### src/rtl/keypad_entry_buffer.sv
// Keypad entry buffer: decodes scanner key events into hex digits, assembles an
// entry value with backspace/enter, and queues entered values in a FWFT FIFO.
//
// state         | meaning
// --------------|----------------------------------
// ENTRY_EMPTY   | no digits typed (digit_cnt = 0)
// ENTRY_PARTIAL | 1..7 digits typed
// ENTRY_FULL    | 8 digits typed, further digits overflow
module keypad_entry_buffer #(
  parameter int FIFO_DEPTH = 4
) (
  input  logic                          clk,
  input  logic                          rst,
  input  logic [7:0]                    key_coord,
  input  logic                          rd_en,
  input  logic                          err_clr,
  output logic [31:0]                   entry_value,
  output logic [3:0]                    digit_cnt,
  output logic [31:0]                   rd_data,
  output logic                          fifo_empty,
  output logic                          fifo_full,
  output logic [$clog2(FIFO_DEPTH):0]   fifo_count,
  output logic [1:0]                    err
);

  localparam int PW = $clog2(FIFO_DEPTH);
  localparam int CW = PW + 1;

  typedef enum logic [1:0] {
    ENTRY_EMPTY   = 2'd0,
    ENTRY_PARTIAL = 2'd1,
    ENTRY_FULL    = 2'd2
  } entry_state_t;

  entry_state_t state_q, state_d;
  logic [31:0]  entry_q, entry_d;
  logic [3:0]   cnt_q, cnt_d;
  logic [1:0]   err_q, err_set;

  logic [31:0]  mem [FIFO_DEPTH];
  logic [PW-1:0] wr_ptr, rd_ptr;
  logic [CW-1:0] count_q;

  logic [2:0] row_dec, col_dec;
  logic       key_valid;
  logic [3:0] key_idx;
  logic       is_digit, is_bksp, is_enter;
  logic [3:0] dval;
  logic       push, pop_ok, full, empty;

  // Returns {valid, index-1} for an active-low one-hot nibble.
  function automatic logic [2:0] nib_dec(input logic [3:0] n);
    case (n)
      4'b0111: nib_dec = 3'b100;
      4'b1011: nib_dec = 3'b101;
      4'b1101: nib_dec = 3'b110;
      4'b1110: nib_dec = 3'b111;
      default: nib_dec = 3'b000;
    endcase
  endfunction

  assign row_dec   = nib_dec(key_coord[7:4]);
  assign col_dec   = nib_dec(key_coord[3:0]);
  assign key_valid = row_dec[2] & col_dec[2];
  assign key_idx   = {row_dec[1:0], col_dec[1:0]};

  always_comb begin
    is_digit = 1'b1;
    is_bksp  = 1'b0;
    is_enter = 1'b0;
    dval     = 4'h0;
    case (key_idx)
      4'd0:  dval = 4'h1;
      4'd1:  dval = 4'h2;
      4'd2:  dval = 4'h3;
      4'd3:  dval = 4'hA;
      4'd4:  dval = 4'h4;
      4'd5:  dval = 4'h5;
      4'd6:  dval = 4'h6;
      4'd7:  dval = 4'hB;
      4'd8:  dval = 4'h7;
      4'd9:  dval = 4'h8;
      4'd10: dval = 4'h9;
      4'd11: dval = 4'hC;
      4'd12: begin is_digit = 1'b0; is_bksp = 1'b1; end
      4'd13: dval = 4'h0;
      4'd14: begin is_digit = 1'b0; is_enter = 1'b1; end
      default: dval = 4'hD;
    endcase
  end

  assign full   = (count_q == CW'(FIFO_DEPTH));
  assign empty  = (count_q == '0);
  assign pop_ok = rd_en & ~empty;

  always_comb begin
    state_d = state_q;
    entry_d = entry_q;
    cnt_d   = cnt_q;
    push    = 1'b0;
    err_set = 2'b00;
    if (key_valid) begin
      if (is_digit) begin
        if (state_q == ENTRY_FULL) begin
          err_set[0] = 1'b1;
        end else begin
          entry_d = {entry_q[27:0], dval};
          cnt_d   = cnt_q + 4'd1;
          state_d = (cnt_q == 4'd7) ? ENTRY_FULL : ENTRY_PARTIAL;
        end
      end else if (is_bksp) begin
        if (state_q != ENTRY_EMPTY) begin
          entry_d = entry_q >> 4;
          cnt_d   = cnt_q - 4'd1;
          state_d = (cnt_q == 4'd1) ? ENTRY_EMPTY : ENTRY_PARTIAL;
        end
      end else if (is_enter && state_q != ENTRY_EMPTY) begin
        // A same-cycle pop frees the slot this push needs.
        if (!full || pop_ok) begin
          push    = 1'b1;
          entry_d = '0;
          cnt_d   = 4'd0;
          state_d = ENTRY_EMPTY;
        end else begin
          err_set[1] = 1'b1;
        end
      end
    end
  end

  always_ff @(posedge clk) begin
    if (rst) begin
      state_q <= ENTRY_EMPTY;
      entry_q <= '0;
      cnt_q   <= '0;
      err_q   <= '0;
    end else begin
      state_q <= state_d;
      entry_q <= entry_d;
      cnt_q   <= cnt_d;
      err_q   <= (err_q & ~{2{err_clr}}) | err_set;
    end
  end

  always_ff @(posedge clk) begin
    if (rst) begin
      wr_ptr  <= '0;
      rd_ptr  <= '0;
      count_q <= '0;
    end else begin
      if (push)   wr_ptr <= wr_ptr + PW'(1);
      if (pop_ok) rd_ptr <= rd_ptr + PW'(1);
      case ({push, pop_ok})
        2'b10:   count_q <= count_q + CW'(1);
        2'b01:   count_q <= count_q - CW'(1);
        default: count_q <= count_q;
      endcase
    end
  end

  always_ff @(posedge clk) begin
    if (push) mem[wr_ptr] <= entry_q;
  end

  assign entry_value = entry_q;
  assign digit_cnt   = cnt_q;
  assign err         = err_q;
  assign fifo_count  = count_q;
  assign fifo_empty  = empty;
  assign fifo_full   = full;
  assign rd_data     = empty ? 32'h0 : mem[rd_ptr];

endmodule

### config.mk
export PLATFORM = sky130hd
export DESIGN_NAME = keypad_entry_buffer
export DESIGN_NICKNAME = d
export VERILOG_FILES = /design/src/rtl/keypad_entry_buffer.sv
export SDC_FILE = /design/constraint.sdc
export NUM_CORES = 1
export LEC_CHECK = 0
export CORE_MARGIN = 1.5
export CORE_UTILIZATION = 53
export CTS_BUF_LIST = sky130_fd_sc_hd__clkbuf_2 sky130_fd_sc_hd__clkbuf_4 sky130_fd_sc_hd__clkbuf_8
export DETAILED_ROUTE_END_ITERATION = 10
export GPL_TIMING_DRIVEN = 0
export PLACE_DENSITY = 0.79
export SLEW_MARGIN = 10
export SYNTH_ARGS = -nofsm -noshare
export SYNTH_HDL_FRONTEND = slang
export SYNTH_SLANG_ARGS = --single-unit
### constraint.sdc
create_clock -name clk -period 2.9 [get_ports clk]
set_input_delay 0.87 -clock clk [delete_from_list [all_inputs] [get_ports clk]]
set_output_delay 0.87 -clock clk [all_outputs]
set_load 0.01 [all_outputs]
Word level (Yosys, flattened, before mapping). Memory sizes are Yosys's and may differ from the RTL's. A register that Yosys moved wholly into a read port is not among the register bits. Cells that the tools add are included.

Register bits after elaboration: 47. Memory bits (writable): 128. Memories: 1.

Add/subtract/negate cells: 6. Equality and inequality tests: 32. Multiplexer cells: 43. Bitwise logic cells: 6. Reduce and logical (&&, ||, !) cells: 10.

Memories: mem (words 4, bits a word 32, read ports 1, clocked after memory_dff 1, wr ports 1, line 40) `logic [31:0] mem [FIFO_DEPTH];`.

Operators with widths (number): $mux 32 (7); $eq 4x4->1 const B (13); $pmux 4 s13 (1); $eq 4x3->1 const B (7); $mux 4 (6); $pmux 3 s4 (2); $mux 2 (10); $mux 1 (16); $eq 4x1->1 const B (2); $eq 4x2->1 const B (2); $ne 3x1->1 const B (2); $pmux 3 s2 (1); $reduce_and 5->1 (1); $add 2x1->2 const B (2); $add 4x1->4 const B (1); $eq 2x2->1 const B (2); $logic_not 4->1 (1); $reduce_bool 2->1 (2); $sub 4x1->4 const B (1); $add 3x1->3 const B (1); $eq 3x3->1 const B (1); $logic_not 3->1 (1); $ne 3x2->1 const B (1); $reduce_or 3->1 (1); 12 further kinds (13).

Logic depth before layout (Yosys ltp).
Depth after elaboration: 11. Depth in mapped cells: 12. Mapped depth without buffers: 10.

Least setup slack after synthesis. Ideal clock, no wire load.

Path kind: input port to flip-flop. Start point: input key_coord[1]. End point: memory mem[1][0] (enable). Arrival time: 2.624 ns. Slack: -0.116 ns. Stages on the path: 5. Path buffers: 1. Cells stage by stage: buf_2 and4b_1 nand2_1 nor3_2 and2_1.

Cells in the longest elaborated chain, start to end: 11.

RTL lines: from (decl) (line 14) `input logic [7:0] key_coord,`; $eq 4x4->1 or $eq 4x3->1 (tied branches) (line 53) `case (n)`; $pmux 3 s4 * (line 53); $eq 4x4->1 (line 72) `case (key_idx)`; $mux 1 (line 72); $logic_and 1x1->1 (line 117) `end else if (is_enter && state_q != ENTRY_EMPTY) begin`; $mux 1 (line 117); $mux 1 (line 111) `end else if (is_bksp) begin`; $mux 1 (line 103) `if (is_digit) begin`; $mux 1 * (line 102) `if (key_valid) begin`; $mux 1 * (line 162) `if (push) mem[wr_ptr] <= entry_q;`; $mux 1 (not written as such) * (line 162); to (decl) (line 40).

Every way passes the cells marked *; elsewhere a longest branch is shown, timed or not.

==> run_results.csv <==
group,metric,value,unit
outcome,status,"finished, final reports clean",
synth,syn_avg_cell_area,15.13,sq um
sta,period_share,98.43,%
global_route,grt.overflow.total,0,
global_route,antenna_found_initial,0,
floorplanning,start_util,54.02,%
power,combPwrFrac,5.6,%
route,finalWirelength,16.95,mm
sta,max_slew_margin,49.68,%
hold_path,worstHoldStart,"err[0]",
power,seqPwrFrac,61.0,%
global_route,grt_first_pass_wirelength,27.32,mm
clocking,cts_tree,"done",
global_route,grt_max_degree,33,
placement,pre_cts_slack,-0.6063,ns
route,drtAntennaViolNets,0,
sta,tightest_slew,0.7548,ns
worst_setup_path,endpoint_kind,"output port",
floorplanning,die_w,124.5,um
cells_and_area,final_layout_size_suffix_gt1_share,32.50,%
clocking,root_buffer,"clkbuf_8",
clocking,clk_path_buf_depth,2,
placement,gp_congestion,0.9109,
clocking,clock-sinks,177,
clocking,cts_hold_buf,0,
clocking,clk_pin_slew_worst_paths,0.09,ns
worst_setup_path,crit_path_start_kind,"flop",
synth,synth_area_leaders,"edfxtp_1 (49%), dfxtp_1 (13%), mux4_2 (9.2%)",
route,via_count,4945,
power,cell_internal_pwr,3.446,mW
synth,synth_nets,538,
synth,yosys_register_bits,177,
route,vias_per_cell,6.001,
synth,synthArstFlopShare,0,%
floorplanning,core_area,14480,sq um
sta,clock_skew,0.009519,ns
worst_setup_path,ff2ff_path_depth,9,
worst_setup_path,reg2reg_from,"fifo_count[0]",
sta,max_freq,350.3,MHz
power,powerDensity,485.0,nW/um^2
synth,synth.most_common_cell,"edfxtp_1",
cells_and_area,final_cells,824,
cells_and_area,diodes,0,
synth,synthCells,517,
floorplanning,pin_count,87,
sta,setup_viol_count_final,0,
floorplanning,rows,44,
run,maxCapViolCount,0,
power,switchingPower,1.087,mW
synth,synth_cell_types,57,
worst_setup_path,r2r-end,"fifo_count[2]",
hold_path,hp-class,"reg2reg",
sta,setup_ws,0.04562,ns
cells_and_area,nets,648,
synth,netlist.area_leader.share,49.14,%
hold_path,whs_endpoint,"err[0]",
route,dr.first_iter.drc_count,288,
clocking,htreeDepth,4,
route,dr.pass1.iters,6,
floorplanning,die_height,124.5,um
global_route,grt_pass1_vias,5029,
sta,tns,0,ns
placement,io_buffer_count,80,
sta,hold_viol,0,
worst_setup_path,reg2reg_slack,0.59,ns
clocking,cts-buffers-inserted,17,
global_route,grt_usage,22.76,%
synth,yosys_warnings,0,
worst_setup_path,crit_arrival,1.98,ns
power,netSwitchingFraction,23.98,%
cells_and_area,fin_util,64.56,%
clocking,clk_latency,0.45,ns
route,drc,0,
sta,slew_viol_final,0,
power,power,4.533,mW
synth,seq_area_frac_synth,61.69,%
power,p_leak,2.960,nW
worst_setup_path,crit_type,"reg2out",
synth,synth_area_leader_cell,"edfxtp_1",
worst_setup_path,cp_max_fo,5,
placement,dp.cells,782,
power,pwr-share-clk,33.4,%
floorplanning,die_area,15500,sq um
synth,synth.top_cells.by_count,"edfxtp_1 (128), dfxtp_1 (49), nor2b_1 (36)",
sta,rsz0062_at_grt,"yes",
power,peakVddDrop,0.0002681,V
synth,synth-edff-count,128,
sta,period_needed,2.854,ns
route,avgRoutedWirePerCell,20.57,um
placement,hpwl,10.51,mm
cells_and_area,fillers,1048,
cells_and_area,area.growth.synth_to_final,19.52,%
hold_path,hold_depth,2,
worst_setup_path,cp.required,2.03,ns
synth,synth_area,7821,sq um
synth,synth_ff_type,"edfxtp_1",
[power groups by stage]
| stage | Sequential (mW) | Clock [mW] | Combinational, mW |
|---|---|---|---|
| global placement | 2.82 | 0 | 0.240 |
| CTS | 2.76 | 1.53 | 0.250 |
| detailed placement | 2.82 | 0 | 0.248 |
| global route | 2.77 | 1.63 | 0.273 |
| finish | 2.76 | 1.52 | 0.253 |
| floorplan | 2.81 | 0 | 0.162 |
[logic make-up (layout without fill, tap and decap cells)]
family          Yosys count  after routing  synth area share [%]
buf+inv                  52            175                 3.887
fa+ha+maj                 9              9                 1.536
xor+xnor                  9              9                 1.008
mux                      38             38                 10.22
simple gates            103            103                 8.143
flops                   177            177                 61.69
compound gates          129            129                 13.52
[critical path, stage by stage, from the launching register on]
cell     delay (ns)
dfxtp_4        0.38
buf_12         0.11
buf_12         0.12
buf_8          0.12
mux4_2         0.50
nor2b_2        0.16
buf_2          0.14
[through the flow]
stage	hold slack [ns]	area [sq um]
floorplan	0.4586	7826
global placement	0.4626	8857
detailed placement	0.4643	8870
CTS	0.4820	9340
global route	0.5011	9348
finish	0.4791	9348
[per-layer routing]
metal / vias up / global-route usage (%) / routed length, um
met5: - / 0 / 0
met1: 2478 / 30.67 / 7123
li1: 2251 / - / -
met2: 195 / 37.43 / 8591
met4: 0 / 8.587 / 278
met3: 21 / 3.737 / 955
[cell usage in the layout, fill, tap and decap left out, drive strengths merged, types with 2 or more instances in the layout]
cell type and count:
clkinv 5, a31o 2, inv 18, nand4b 4
mux2i 4, a22oi 25, ha 8, xor2 6
clkinvlp 2, nand3 5, a31oi 2, xnor2 3
edfxtp 128, and3 2, mux4 32, a311oi 2
nor3 5, o21ai 13, a311o 2, clkbuf 29
nor2b 36, and4b 5, dfxtp 49, a211oi 28
nand4 8, a221oi 3, buf 71, a21oi 44
nand2b 3, o211ai 2, clkdlybuf4s50 48, and2 5
nand2 10, mux2 2, nor2 15
[flip-flops by register name (all words and copies together) (netlist names), named ones only]
register,cells
err,2
digit_cnt,4
state_q,2
entry_value,32
rd_ptr,2
fifo_count,3
wr_ptr,2
mem,128
[layout make-up]
cell class                      instances  area (sq um)  share of cell area, %
Timing Repair Buffer                   94         869.6                  9.303
Clock buffer                           18         241.5                  2.583
Inverter                               11         41.29                 0.4417
Multi-Input combinational cell        288          2744                  29.35
Sequential cell                       177          4832                  51.69
Buffer                                 38         284.0                  3.038
Tap cell                              184         230.2                  2.463
Clock inverter                         14         105.1                  1.124
[worst max path at each step]
| stage | start | endpoint | slack, ns | cells past startpoint |
|---|---|---|---|---|
| after floorplan | key_coord[1] | fifo_count[2] | 0.08 | 11 |
| after global placement | fifo_count[0] | fifo_empty | -0.66 | 3 |
| after detailed placement | key_coord[4] | mem[3][10] | -0.61 | 6 |
| after CTS | flop | rd_data[22] | -0.04 | 6 |
| after global routing | flop | rd_data[15] | -0.03 | 6 |
| final | flop | rd_data[7] | 0.05 | 6 |
[what timing repair did]
item / 4_1_cts / 5_1_grt
gates resized for setup: 152 / 17
buffers inserted: 8 / 4
endpoints found under the setup margin: 162 / 60
cloned: 3 / 0
pin swaps: 0 / 2
Power figures use the tool's default switching activity.
